`src/rtl/hash_result_scan.sv`:
```
// Scans NUM_NONCES consecutive hash words from memory, tracking the smallest word and
// the count of words below target. Optional macro SCAN_WRITEBACK_EN writes a 3-word summary.
module hash_result_scan #(
    parameter int NUM_NONCES = 16
) (
    input  logic        clk,
    input  logic        reset_n,
    input  logic        start,
    input  logic [15:0] output_addr,
    input  logic [15:0] result_addr,
    input  logic [31:0] target,
    output logic        done,
    output logic        mem_clk,
    output logic        mem_we,
    output logic [15:0] mem_addr,
    output logic [31:0] mem_write_data,
    input  logic [31:0] mem_read_data,
    output logic [7:0]  best_nonce,
    output logic [31:0] best_hash,
    output logic [8:0]  hit_count,
    output logic        found
);

    typedef enum logic [2:0] {
        S_IDLE,
        S_PRIME,
        S_READ,
`ifdef SCAN_WRITEBACK_EN
        S_WRITE,
`endif
        S_DONE
    } state_t;

    state_t      state, state_nxt;
    logic [8:0]  idx;
    logic [31:0] target_q;
    logic        last;
    logic        take;
    logic        hit;
    logic [31:0] nxt_best_hash;
    logic [7:0]  nxt_best_nonce;
    logic [8:0]  nxt_hits;

    assign mem_clk = clk;
    assign last    = (idx == 9'(NUM_NONCES - 1));

`ifdef SCAN_WRITEBACK_EN
    logic [1:0] wcnt;
`else
    logic unused_result_addr;
    assign unused_result_addr = ^result_addr;
    assign mem_we             = 1'b0;
    assign mem_write_data     = 32'd0;
`endif

    always_ff @(posedge clk or negedge reset_n) begin
        if (!reset_n) state <= S_IDLE;
        else          state <= state_nxt;
    end

    always_comb begin
        state_nxt = state;
        case (state)
            S_IDLE:  if (start) state_nxt = S_PRIME;
            S_PRIME: state_nxt = S_READ;
            S_READ:
                if (last) begin
`ifdef SCAN_WRITEBACK_EN
                    state_nxt = S_WRITE;
`else
                    state_nxt = S_DONE;
`endif
                end
`ifdef SCAN_WRITEBACK_EN
            S_WRITE: if (wcnt == 2'd2) state_nxt = S_DONE;
`endif
            S_DONE:  state_nxt = S_IDLE;
            default: state_nxt = S_IDLE;
        endcase
    end

    // Word k=0 is always taken; later words only on a strictly smaller value so ties keep the lower index
    always_comb begin
        take           = (idx == 9'd0) || (mem_read_data < best_hash);
        hit            = (mem_read_data < target_q);
        nxt_best_hash  = take ? mem_read_data : best_hash;
        nxt_best_nonce = take ? idx[7:0] : best_nonce;
        nxt_hits       = hit_count + {8'd0, hit};
    end

    always_ff @(posedge clk or negedge reset_n) begin
        if (!reset_n) begin
            done       <= 1'b0;
            mem_addr   <= 16'd0;
            best_nonce <= 8'd0;
            best_hash  <= 32'd0;
            hit_count  <= 9'd0;
            found      <= 1'b0;
            target_q   <= 32'd0;
            idx        <= 9'd0;
`ifdef SCAN_WRITEBACK_EN
            mem_we         <= 1'b0;
            mem_write_data <= 32'd0;
            wcnt           <= 2'd0;
`endif
        end else begin
            case (state)
                S_IDLE: begin
                    if (start) begin
                        mem_addr   <= output_addr;
                        target_q   <= target;
                        done       <= 1'b0;
                        best_hash  <= 32'hFFFF_FFFF;
                        best_nonce <= 8'd0;
                        hit_count  <= 9'd0;
                        found      <= 1'b0;
                        idx        <= 9'd0;
                    end
                end
                S_PRIME: mem_addr <= mem_addr + 16'd1;
                S_READ: begin
                    best_hash  <= nxt_best_hash;
                    best_nonce <= nxt_best_nonce;
                    hit_count  <= nxt_hits;
                    found      <= (nxt_hits != 9'd0);
                    idx        <= idx + 9'd1;
                    mem_addr   <= mem_addr + 16'd1;
                    if (last) begin
`ifdef SCAN_WRITEBACK_EN
                        mem_we         <= 1'b1;
                        mem_addr       <= result_addr;
                        mem_write_data <= {24'd0, nxt_best_nonce};
                        wcnt           <= 2'd0;
`else
                        done <= 1'b1;
`endif
                    end
                end
`ifdef SCAN_WRITEBACK_EN
                S_WRITE: begin
                    wcnt <= wcnt + 2'd1;
                    case (wcnt)
                        2'd0: begin
                            mem_addr       <= mem_addr + 16'd1;
                            mem_write_data <= best_hash;
                        end
                        2'd1: begin
                            mem_addr       <= mem_addr + 16'd1;
                            mem_write_data <= {23'd0, hit_count};
                        end
                        default: begin
                            mem_we <= 1'b0;
                            done   <= 1'b1;
                        end
                    endcase
                end
`endif
                default: ;
            endcase
        end
    end

endmodule

```
`config.mk`:
```
export PLATFORM = sky130hd
export DESIGN_NAME = hash_result_scan
export DESIGN_NICKNAME = d
export VERILOG_FILES = /design/src/rtl/hash_result_scan.sv
export SDC_FILE = /design/constraint.sdc
export NUM_CORES = 1
export LEC_CHECK = 0
export CORE_MARGIN = 2
export CORE_UTILIZATION = 43
export CTS_CLUSTER_DIAMETER = 100
export CTS_CLUSTER_SIZE = 10
export DETAILED_ROUTE_END_ITERATION = 10
export GPL_ROUTABILITY_DRIVEN = 0
export GPL_TIMING_DRIVEN = 0
export MAX_ROUTING_LAYER = met4
export PLACE_DENSITY = 0.84
export SLEW_MARGIN = 10
export SYNTH_ARGS = -nofsm -noshare
export SYNTH_HDL_FRONTEND = slang
export SYNTH_SLANG_ARGS = --single-unit
```
`constraint.sdc`:
```
create_clock -name clk -period 3.1 [get_ports clk]
set_clock_uncertainty 0.2 [all_clocks]
set_input_delay 0.62 -clock clk [delete_from_list [all_inputs] [get_ports clk]]
set_output_delay 0.62 -clock clk [all_outputs]
set_load 0.05 [all_outputs]
```
Word level (Yosys, flattened, before mapping)
Cells that the tools add are included.
- $lt $le $gt $ge: 2
- reduce and logical (&&, ||, !) cells: 13
- equal/unequal tests: 6
- $add $sub $neg: 3
- muxes and demuxes: 18
- operators by type and width (cell ; number):
    less-than comparator 32 bit ; 2
    two-way mux 32 bit ; 2
    case mux 32 bit (2 select lines) ; 1
    case mux 9 bit (2 select lines) ; 2
    case mux 16 bit (2 select lines) ; 1
    adder 16 x 1 -> 16 bit, second input constant ; 1
    two-way mux 16 bit ; 1
    two-way mux 8 bit ; 2
    case mux 8 bit (2 select lines) ; 1
    adder 9 x 1 -> 9 bit ; 1
    adder 9 x 1 -> 9 bit, second input constant ; 1
    == test 9 x 4 -> 1 bit, second input constant ; 1
    logical NOT 9 bit ; 1
    two-way mux 9 bit ; 1
    case mux 3 bit (3 select lines) ; 1
    nonzero test 9 bit ; 1
    AND reduction 2 bit ; 4
    two-way mux 3 bit ; 2
    inequality test 2 bit, second input constant ; 3
    AND reduction 3 bit ; 2
    case mux 1 bit (2 select lines) ; 2
    nonzero test 2 bit ; 2
    == test 3 x 1 -> 1 bit, second input constant ; 1
    == test 3 x 2 -> 1 bit, second input constant ; 1
    other kinds (4) ; 5
- input bits: 99
- register bits after elaboration: 111
- word-level logic and storage cells: 51
- output and inout bits: 101

Depth between registers and ports, before layout
Gate-level depths: netlist (run 1).
- depth after elaboration: 4
- depth in mapped cells: 16
- gate-level depth less buffers: 16

==> out/qor.yml, run 1 <==
finish:
  regArea_sq_um: 2753
  multiInputGateArea_sq_um: 3477
  layout-drive-gt1-share_pct: 17.05
  final_util_pct: 60.66
  nFillCells: 1248
  area_growth_pct: 38.38
  finalNetCount: 1043
  final_area_sq_um: 9154
die:
  fp.dieArea_sq_um: 16390
  fp.dieW_um: 128.0
  die_h_um: 128.0
  rows: 45
  ios: 200
  fp.coreArea_sq_um: 15090
  start_util_pct: 43.84
yosys:
  synth.yosys.seq_area_share_pct: 41.61
  avgSynthCellArea_sq_um: 9.873
  yosys_register_bits: 110
  synth_warnings: 0
  synth_top_area_cell: "dfrtp_1"
  synth-async-reset-ratio_pct: 100.0
  yosysUniqueCellTypes: 52
  synthFlopType: "dfrtp_1"
  synth-edff-count: 0
  yosysMostFrequentCell: "dfrtp_1"
  syn_area_sq_um: 6615
  yosys.area.top_type_share_pct: 41.61
  yosys-top-cells-count: "110 x dfrtp_1, 87 x inv_1, 69 x ha_1"
  netlist_instances: 670
  synth_area_leaders: "dfrtp_1 42%, ha_1 13%, mux2_2 5.4%"
global_route:
  grt_pass1_vias: 5576
  grt_first_pass_wirelength_um: 27450
  grtUsageTotal_pct: 21.69
  grt-ovfl-total: 0
  antenna_found_initial: 1
  grt_max_degree: 70
cts:
  tritoncts: "yes"
  clock_latency_ps: 470
  cts.clk_slew.worst_paths_ps: 80
route:
  drtAntennaViolNets: 0
  drt_wl_total_um: 16770
  wl_per_cell_um: 15.69
  vias: 5657
  via_per_inst: 5.292
  drt-pass1-iter-count: 4
  drt_iter0_markers: 310
  drcViolationCount: 0
pwr:
  p_per_area_nw_per_um2: 777.3
  p_leak_nw: 4.247
  p_total_w: 0.007115
  ir_drop_mv: 0.5729
critical_path:
  critical_path.cell_chain: "dlygate4sd2_1 > ha_1 > nand4_1 > a2111oi_4 > a21oi_2 > o311a_4 > ha_4 > ha_4 > nand4_1 > nor2_2 > or3_1 > a21oi_2 > o2111ai_1 > a22o_1"
  arrival_ps: 3510
  worstPathMaxFanout: 3
  crit_type: "in -> reg"
  reg2reg_from: "target_q[15]"
  critPathMaxStageDelay_ps: 380
  critPathLaunchType: "input port"
  required_ps: 3250
  worst_path_max_delay_cell: "o311a_4"
  cp-startpoint: "mem_read_data[12]"
  cp-end-kind: "flip-flop"
run:
  maxCapViolations: 0
place:
  portBuffers: 150
  hpwl_um: 12420
  dpl_cell_area_sq_um: 8581
min_path:
  min_path_type: "in -> reg"
  worst_hold_startpoint: "mem_read_data[25]"
timing:
  maxSlewHeadroom_pct: 53.12
  timing.fmax_mhz: 297.6
  setup-violations-final: 3
  setup_slack_ps: -259.9
  final-hold-violation-count: 0
  tightest_slew_ps: 698.5
  min_period_over_period_pct: 108.4
  holdWs_ps: 285.5
  period_needed_ps: 3360
  slew_viol_final: 0
  setup-tns-final_ps: -488.1
  grt_setup_unrepaired: "true"
status:
  status: "complete, but fails checks"
  violations: "negative setup slack"
critical path: cells and delay by family:
kind            cells  cell delay, ps
compound gates      6            1240
fa+ha+maj           3             630
buf+inv             1             260
simple gates        4             740
path summary, 6_finish.rpt:
kind	endpoint	slack, ps	depth (start not counted)
setup / recovery	found	-260	14
hold / removal	best_hash[25]	290	2
setup reg to reg	found	-230	14
hold reg to reg	target_q[14]	310	1
max in group asynchronous	mem_addr[1]	1570	3
min in group asynchronous	target_q[12]	440	2
sequential cells by signal, indices dropped and copies added (netlist names):
register and flops:
hit_count 9, found 1, idx 9, state 2, done 1, target_q 32
best_hash 32, best_nonce 8, mem_addr 16
power by group:
part           internal, W  switching (W)
Clock             0.000768       0.000667
Combinational      0.00141        0.00222
Sequential         0.00175       0.000300
Total              0.00393        0.00319
final cells by class:
cell class | instances | area share (%)
diodes | 1 | 0.02734
plain buffers | 54 | 4.429
clock buffers | 13 | 3.404
clock inverters | 7 | 0.7791
inverters | 87 | 3.568
multi-input cells | 451 | 37.99
flip-flops and latches | 110 | 30.07
well taps | 188 | 2.570
repair buffers | 158 | 17.17
routing by layer:
metal  up-vias  part of all wire (%)  GRT usage [%]
met5         -                     0              -
met4         0                   3.3          10.28
met3        37                   5.3          3.381
met2       196                    47          33.60
met1      2702                    45          28.01
li1       2722                     -              -
logic make-up (layout without fill, tap and decap cells):
family                     after synthesis  count (layout)  share of synthesized area [%]
AOI/OAI and AO/OA                      172             172                          17.55
xor gates and xnor gates                 9               9                          1.192
adders and majority gates               69              69                          13.05
buffers and inverters                  141             319                          11.06
DFF                                    110             110                          41.61
muxes                                   35              35                          5.901
other                                    1              34                        0.05669
and+or+nand+nor                        133             133                          9.571
repair_timing:
item                                    in CTS  in global routing
setup buffers                                6                  1
hold endpoints to repair                    41                  0
hold buffers                                 1                  0
resized for setup                           71                  8
pin swaps                                   23                  8
endpoints found under the setup margin      10                  5
per-stage QoR:
stage	std cells	worst slack (ps)
detailed placement	1041	-1301
CTS	1067	-219.3
global placement	1040	-3195
global route	1069	-407.9
finish	1069	-259.9
floorplan	702	-212.2
cell usage in the layout, fill, tap and decap left out, types with 4 or more instances in the layout:
master / instances
inv_1: 84
mux2_2: 32
nand4_1: 19
dlygate4sd2_1: 16
o22a_1: 32
buf_6: 6
o22ai_1: 13
nor3_1: 5
xnor2_1: 6
buf_4: 40
ha_4: 9
clkdlybuf4s15_1: 4
o21ai_0: 30
dfrtp_1: 110
o21ai_1: 5
o21a_1: 5
nor2_2: 5
buf_8: 4
clkbuf_16: 12
conb_1: 33
clkdlybuf4s15_2: 7
a21oi_2: 5
ha_1: 58
nand2_1: 42
clkdlybuf4s50_1: 120
clkbuf_1: 10
a21o_1: 12
nand3_1: 18
a21oi_1: 42
nor2_1: 25
Power figures use the tool's default switching activity.
==> run 2: changes to the inputs <==
HOLD_SLACK_MARGIN = 0.08   (was unset)
==> results of run 2 <==
Same layout as run 1: the final DEF is identical, and so are final timing and power.
==> run 3: changes to the inputs <==
SLEW_MARGIN = 20   (was 10)
==> results of run 3 <==
Same layout as run 1: the final DEF is identical, and so are final timing and power.
